File: config.mk
export PLATFORM = sky130hd
export DESIGN_NAME = led_mode_ctrl
export DESIGN_NICKNAME = d
export VERILOG_FILES = /design/src/rtl/led_pkg.sv /design/src/rtl/btn_debounce.sv /design/src/rtl/led_mode_ctrl.sv
export SDC_FILE = /design/constraint.sdc
export NUM_CORES = 1
export LEC_CHECK = 0
export CORE_UTILIZATION = 46
export CTS_CLUSTER_SIZE = 8
export DETAILED_ROUTE_END_ITERATION = 12
export GPL_TIMING_DRIVEN = 0
export PLACE_DENSITY = 0.66
export SYNTH_ARGS = -nofsm -noshare
export SYNTH_HDL_FRONTEND = slang
export SYNTH_HIERARCHICAL = 1
export SYNTH_SLANG_ARGS = --single-unit
File: constraint.sdc
create_clock -name clk -period 6.4 [get_ports clk]
set_input_delay 1.92 -clock clk [delete_from_list [all_inputs] [get_ports clk]]
set_output_delay 1.92 -clock clk [all_outputs]
set_load 0.02 [all_outputs]
File: src/rtl/led_pkg.sv
// rtl/led_pkg.sv - shared mode codes and widths for the LED pattern path
// Purpose: constants shared by led_mode_ctrl and the downstream pattern generator.
// Contents: mode codes, speed width, and the mode-advance helper.
package led_pkg;

  localparam logic [1:0] MODE_BOUNCE = 2'b00;
  localparam logic [1:0] MODE_WIDE   = 2'b01;
  localparam logic [1:0] MODE_LFSR   = 2'b10;
  localparam logic [1:0] MODE_OFF    = 2'b11;

  localparam int SPEED_W = 2;

  typedef logic [SPEED_W-1:0] speed_t;

  // MODE_OFF is never produced by the sequence; if it is ever seen,
  // the next press recovers to MODE_BOUNCE.
  function automatic logic [1:0] next_mode(input logic [1:0] cur);
    case (cur)
      MODE_BOUNCE: next_mode = MODE_WIDE;
      MODE_WIDE:   next_mode = MODE_LFSR;
      default:     next_mode = MODE_BOUNCE;
    endcase
  endfunction

endpackage

File: src/rtl/btn_debounce.sv
// rtl/btn_debounce.sv - two-flop synchroniser, debouncer and press detector
// Purpose: turns one raw asynchronous button into a clean level and a press pulse.
// Ports:
//   clk, rst     clock, asynchronous active-high reset
//   raw          raw button input, high = pressed
//   stable       debounced button level
//   press_pulse  one-cycle pulse on each rising edge of stable
module btn_debounce
  import led_pkg::*;
#(
  parameter int DB_CYCLES = 1_000_000
) (
  input  logic clk,
  input  logic rst,
  input  logic raw,
  output logic stable,
  output logic press_pulse
);

  localparam int CNT_W = $clog2(DB_CYCLES + 1);
  localparam logic [CNT_W-1:0] CNT_LAST = CNT_W'(DB_CYCLES - 1);

  logic             sync1_q, sync1_d;
  logic             sync2_q, sync2_d;
  logic             stable_q, stable_d;
  logic [CNT_W-1:0] cnt_q, cnt_d;
  logic             press_q, press_d;

  always_comb begin
    sync1_d  = raw;
    sync2_d  = sync1_q;
    stable_d = stable_q;
    cnt_d    = '0;
    // The counter only runs while the synchronised input disagrees with the
    // accepted level; any return to agreement restarts the qualification.
    if (sync2_q != stable_q) begin
      if (cnt_q == CNT_LAST) begin
        stable_d = sync2_q;
      end else begin
        cnt_d = cnt_q + 1'b1;
      end
    end
    // Registered so the pulse lines up with the new stable level.
    press_d = stable_d & ~stable_q;
  end

  always_ff @(posedge clk or posedge rst) begin
    if (rst) begin
      sync1_q  <= 1'b0;
      sync2_q  <= 1'b0;
      stable_q <= 1'b0;
      cnt_q    <= '0;
      press_q  <= 1'b0;
    end else begin
      sync1_q  <= sync1_d;
      sync2_q  <= sync2_d;
      stable_q <= stable_d;
      cnt_q    <= cnt_d;
      press_q  <= press_d;
    end
  end

  assign stable      = stable_q;
  assign press_pulse = press_q;

endmodule

File: src/rtl/led_mode_ctrl.sv
// rtl/led_mode_ctrl.sv - button front end: mode/speed registers and step tick divider
// Purpose: debounces the mode and speed buttons, cycles mode and speed level,
//   and emits a one-cycle step_tick every (TICK_BASE >> speed) cycles.
// Ports:
//   clk, rst             clock, asynchronous active-high reset
//   btn_mode, btn_speed  raw buttons, high = pressed
//   mode                 pattern select (MODE_BOUNCE / MODE_WIDE / MODE_LFSR)
//   speed                speed level 0..3
//   step_tick            one-cycle enable for the pattern step
module led_mode_ctrl
  import led_pkg::*;
#(
  parameter int DB_CYCLES = 1_000_000,
  parameter int TICK_BASE = 12_500_000
) (
  input  logic               clk,
  input  logic               rst,
  input  logic               btn_mode,
  input  logic               btn_speed,
  output logic [1:0]         mode,
  output logic [SPEED_W-1:0] speed,
  output logic               step_tick
);

  localparam int TICK_W = $clog2(TICK_BASE);

  logic              mode_press, speed_press;
  logic [1:0]        held_unused;

  logic [1:0]        mode_q, mode_d;
  speed_t            speed_q, speed_d;
  logic [TICK_W-1:0] tick_cnt_q, tick_cnt_d;
  logic [TICK_W-1:0] tick_last;
  logic              step_tick_q, step_tick_d;

  btn_debounce #(.DB_CYCLES(DB_CYCLES)) u_db_mode (
    .clk         (clk),
    .rst         (rst),
    .raw         (btn_mode),
    .stable      (held_unused[0]),
    .press_pulse (mode_press)
  );

  btn_debounce #(.DB_CYCLES(DB_CYCLES)) u_db_speed (
    .clk         (clk),
    .rst         (rst),
    .raw         (btn_speed),
    .stable      (held_unused[1]),
    .press_pulse (speed_press)
  );

  always_comb begin
    mode_d      = mode_q;
    speed_d     = speed_q;
    tick_last   = TICK_W'((TICK_BASE >> speed_q) - 1);
    tick_cnt_d  = '0;
    step_tick_d = 1'b0;

    if (mode_press) begin
      mode_d = next_mode(mode_q);
    end
    if (speed_press) begin
      speed_d = speed_q + 1'b1;
    end

    // A speed change restarts the period so the next tick is a full new
    // period away; mode changes leave the divider alone.
    if (!speed_press) begin
      if (tick_cnt_q < tick_last) begin
        tick_cnt_d = tick_cnt_q + 1'b1;
      end
      // Registered strobe: high exactly while the counter sits at P-1.
      step_tick_d = (tick_cnt_d == tick_last);
    end
  end

  always_ff @(posedge clk or posedge rst) begin
    if (rst) begin
      mode_q      <= MODE_BOUNCE;
      speed_q     <= '0;
      tick_cnt_q  <= '0;
      step_tick_q <= 1'b0;
    end else begin
      mode_q      <= mode_d;
      speed_q     <= speed_d;
      tick_cnt_q  <= tick_cnt_d;
      step_tick_q <= step_tick_d;
    end
  end

  assign mode      = mode_q;
  assign speed     = speed_q;
  assign step_tick = step_tick_q;

endmodule
* Word level (Yosys, flattened, before mapping)
Cells that the tools add are included.
** Word-level totals
- Bits in registers :: 77
- Input bits :: 4
- Output and inout port bits :: 5
- Logic and storage cells :: 45
** Operators by class
- Add/subtract/negate cells :: 5
- Order comparisons :: 1
- Equal/unequal tests :: 6
- Shifts and indexed selects :: 1
- Mux-type cells :: 13
- Bitwise logic cells :: 4
- Reduce and logical (&&, ||, !) cells :: 1
** Operator list (count)
- two-way mux 20 bit :: 4
- two-way mux 24 bit :: 3
- adder 20 x 1 -> 20 bit, second input constant :: 2
- equality test 20 bit, second input constant :: 2
- adder 24 x 1 -> 24 bit, second input constant :: 1
- equality test 24 bit :: 1
- less-than comparator 24 bit :: 1
- right shift 24 x 2 -> 24 bit, first input constant :: 1
- subtractor 24 x 2 -> 24 bit, second input constant :: 1
- two-way mux 1 bit :: 5
- case mux 2 bit (2 select lines) :: 1
- adder 2 x 1 -> 2 bit, second input constant :: 1
- bitwise AND 1 bit :: 2
- equality test 2 x 1 -> 1 bit, second input constant :: 1
- logical NOT 2 bit :: 1
- != test 1 bit :: 2
- inverter 1 bit :: 2

* Depth between registers and ports, before layout
- Depth in word-level cells :: 7
- Depth in mapped cells :: 17

* Cells and area by module
The synthesis kept the hierarchy.
** Modules (own cells, without submodules)
- led_mode_ctrl :: instances 1, cells an instance 268, area each 2408.6 um^2
- btn_debounce :: instances 2, cells an instance 108, area each 1188.6 um^2

* Least setup slack after synthesis
OpenSTA, ideal clock, no wires.
- Path type :: flip-flop to flip-flop
- Start :: register speed_q[0] (netlist: speed[0])
- End :: register step_tick_q (netlist: step_tick)
- Library setup time :: 0.068 ns
- Arrival :: 3.815 ns
- Setup slack :: 2.517 ns
- Cell stages (with the launch flop) :: 16
- Path buffers :: 2
- Clock period less this slack :: 3.883 ns
- Cells stage by stage :: dfrtp_1 > inv_1 > ha_1 > buf_2 > or3_1 > nor4_1 > ha_1 > a211oi_1 > a211o_1 > a21oi_1 > and4bb_1 > buf_6 > o21ai_0 > a211o_1 > a222oi_1 > and4b_1
** On the way
- Word-level cells in the longest chain between the ends :: 7
** Ends and longest elaborated chain
- start: declaration :: RTL line led_mode_ctrl.sv:31 : speed_t speed_q, speed_d;
- start signal: assignment :: RTL line led_mode_ctrl.sv:85 : speed_q <= speed_d;
- right shift 24 x 2 -> 24 bit * :: RTL line led_mode_ctrl.sv:55 : tick_last = TICK_W'((TICK_BASE >> speed_q) - 1);
- subtractor 24 x 2 -> 24 bit * :: RTL line led_mode_ctrl.sv:55
- less-than comparator 24 bit :: RTL line led_mode_ctrl.sv:69 : if (tick_cnt_q < tick_last) begin
- two-way mux 24 bit :: RTL line led_mode_ctrl.sv:69
- two-way mux 24 bit :: RTL line led_mode_ctrl.sv:68 : if (!speed_press) begin
- equality test 24 bit * :: RTL line led_mode_ctrl.sv:73 : step_tick_d = (tick_cnt_d == tick_last);
- two-way mux 1 bit * :: RTL line led_mode_ctrl.sv:68
- named net step_tick_d :: RTL line led_mode_ctrl.sv:34 : logic step_tick_q, step_tick_d;
- end signal: assignment :: RTL line led_mode_ctrl.sv:87 : step_tick_q <= step_tick_d;
- end: declaration :: RTL line led_mode_ctrl.sv:34
Mark *: on every way through the listed nets, which the timed path passes. The rest lies on a longest branch. The select of a mux whose other input is x is not followed.
A chain may end at the register's enable or synchronous reset.

* Final worst setup path
Ends and elaborated chain as after synthesis.

==> flow_metrics.py <==
metrics = {
    "global_route": {
        "grt.total_usage": 0.202,
        "grt_util_met1": 0.265,
        "grt_max_degree": 30,
        "grt_pass1_wl_mm": 17.5,
        "antenna_found_initial": 0,
        "use_met3": 0.0307,
        "gr-max-usage-layer": "met2",
        "grt_pass1_vias": 3578,
        "use_met2": 0.324,
        "grt_overflow": 0,
    },
    "power_and_ir_drop": {
        "cellPowerDensity_nw_per_um2": 169,
        "p_leak_nw": 2.27,
        "ir_worst_vdd_v": 0.000114,
    },
    "timing": {
        "hold_violations": 0,
        "fmax_mhz": 216,
        "tightestPinTransition_ns": 0.937,
        "final-setup-viol-count": 0,
        "final.min_clock_period_ns": 4.62,
        "post-route-period-util": 0.723,
        "clock_skew_ns": 0.0188,
        "slew_headroom": 0.374,
        "rsz0062_at_grt": "no",
        "slew_violations": 0,
        "setup_tns_ns": 0,
    },
    "detailed_routing": {
        "drtIter0Drc": 140,
        "wl_mm": 10.3,
        "wl_per_cell_um": 16.0,
        "dr.pass1.iters": 4,
        "vias": 3687,
        "drc": 0,
        "postRouteAntennaNets": 0,
        "viasPerCell": 5.74,
    },
    "setup_path": {
        "crit_fanout": 12,
        "cp-start-kind": "flip-flop",
        "worstPathArrival_ns": 4.92,
        "path_class": "flip-flop to flip-flop",
        "endpoint_kind": "flip-flop",
        "worst_ep_required_time_ns": 6.70,
    },
    "placed_design": {
        "portBuffers": 8,
        "place.gp.congestion": 0.910,
        "dp_cells": 625,
        "dp_hpwl_mm": 7.45,
    },
    "yosys": {
        "ys_warn_count": 6,
        "netlist.top_cell.by_area": "dfrtp_1",
        "synth_top_area_frac": 0.403,
        "synth_edf_count": 0,
        "async_flop_share": 1.00,
        "ys_seq_elements": 77,
        "ys_seq_area_frac": 0.403,
        "yosysMostFrequentCell": "dfrtp_1",
        "synth_area_um2": 4790,
        "avgSynthCellArea_um2": 9.89,
        "ys_top_cells_by_area": "dfrtp_1 40%, ha_1 8.1%, xnor2_1 5.5%",
        "synthCells": 484,
        "synth_cell_types": 61,
        "syn-num-nets": 519,
        "synth_commonest_cells": "77 x dfrtp_1, 58 x nor2_1, 31 x ha_1, 31 x nand3_1, 30 x xnor2_1",
        "synth_flop_cell": "dfrtp_1",
    },
    "layout": {
        "nFillCells": 903,
        "fin_cells": 642,
        "final_nets": 539,
        "antenna_cells": 0,
        "drive_gt1_frac": 0.102,
        "area_growth_syn_to_layout_pct": 9.73,
    },
    "clocking": {
        "cts.sinks": 77,
        "path_clk_slew_ns": 0.09,
        "cts_htree_levels": 3,
        "cts_tree": "built",
        "cts-buffers-inserted": 9,
        "worstSkewPairLatency_ns": 0.35,
        "cts_setup_buffers": 0,
        "cts_root_buf": "clkbuf_8",
        "ctsLongestPathBuffers": 2,
        "cts_hold_buf": 0,
        "cts_resized": 0,
    },
    "floorplan": {
        "chipWidth_um": 104,
        "dieArea_um2": 10800,
        "rows": 36,
        "chipHeight_um": 104,
        "start_util": 0.483,
        "core_area_um2": 9910,
        "io_pins": 9,
    },
    "run_status": {
        "status": "complete, no violations",
    },
    "flow_run": {
        "drv_cap": 0,
    },
    "min_path": {
        "min_path_type": "flip-flop to flip-flop",
    },
}
-- registers in the layout (all words and copies together) (netlist names), 2 cells and up --
signal and cells:
tick_cnt_q 24, u_db_mode/cnt_q 20, u_db_speed/cnt_q 20, mode 2
speed 2
-- stage by stage --
stage	hold WS, ns	cell area, µm²	utilization	power, mW	setup WS [ns]
after detailed placement	0.339	5030	0.508	0.529	1.80
after global routing	0.361	5250	0.530	0.923	1.46
after CTS	0.357	5220	0.527	0.900	1.77
after floorplan	0.331	4790	-	0.520	2.52
final	0.355	5250	0.530	0.887	1.78
after global placement	0.332	5030	0.508	0.528	1.78
-- power by group --
part / switching [mW] / total (mW) / leakage, nW / internal, mW
combinational: 0.0179 / 0.0270 / 1.12 / 0.00906
sequential: 0.00379 / 0.494 / 1.05 / 0.490
clock: 0.177 / 0.366 / 0.103 / 0.188
total: 0.199 / 0.887 / 2.27 / 0.688
-- path summary, 6_finish.rpt --
| kind | startpoint | endpoint | slack [ns] | cells past startpoint |
|---|---|---|---|---|
| hold / removal | u_db_speed/sync1_q | u_db_speed/sync2_q | 0.35 | 0 |
| setup reg to reg | speed[0] | step_tick | 1.78 | 15 |
| max in group asynchronous | rst | u_db_speed/cnt_q[17] | 3.67 | 2 |
| hold reg to reg | u_db_speed/sync1_q | u_db_speed/sync2_q | 0.35 | 0 |
| setup / recovery | speed[0] | step_tick | 1.78 | 15 |
| min in group asynchronous | rst | tick_cnt_q[12] | 2.02 | 2 |
-- critical path: stages, from the launching register on --
cell and delay, ns:
dfrtp_1 0.65, inv_1 0.27, ha_1 0.32, buf_2 0.21, or3_1 0.37, nor4_1 0.48, ha_1 0.36, a211oi_1 0.21
a211o_1 0.13, a21oi_1 0.06, and4bb_1 0.28, buf_6 0.13, nand3b_1 0.30, nor4_1 0.36, o2111ai_1 0.17, and4b_1 0.27
-- cell families after synthesis --
kind of cell / synth area share
buf+inv: 0.0295
fa+ha+maj: 0.0810
mux: 0.0149
flops: 0.403
xor+xnor: 0.102
compound gates: 0.101
simple gates: 0.267
other cells: 0.000784
-- cells in the final DEF, fill, tap and decap left out, types with 6 or more instances in the layout --
cell	Yosys	routed
ha_1	31	31
nand4_1	11	11
o31ai_1	6	6
nor2b_1	6	6
xnor2_1	30	30
nor2_1	58	58
nor4_2	7	7
nor3_1	8	8
a21oi_1	29	29
o21ai_0	9	9
dfrtp_1	77	77
xor2_1	26	26
inv_1	21	21
or4_1	7	7
and3_1	10	10
clkbuf_8	0	10
clkdlybuf4s50_1	0	8
nand2_1	26	26
nand3_1	31	31
-- routing by layer --
| layer | vias up | share of wire |
|---|---|---|
| met3 | 27 | 0.034 |
| met1 | 1793 | 0.46 |
| met4 | 0 | 0.034 |
| met5 | - | 0 |
| met2 | 80 | 0.47 |
| li1 | 1787 | - |
-- area by class of cell --
class,instances,area (µm²),share of cell area
inverter,21,78.8,0.0150
clock inverter,5,50.0,0.00953
sequential,77,1930,0.367
tap,133,166,0.0317
buffer,9,62.6,0.0119
clock buffer,11,141,0.0269
multi-input combinational,377,2720,0.518
timing repair buffer,9,108,0.0205
(Power assumes the default switching activity.)
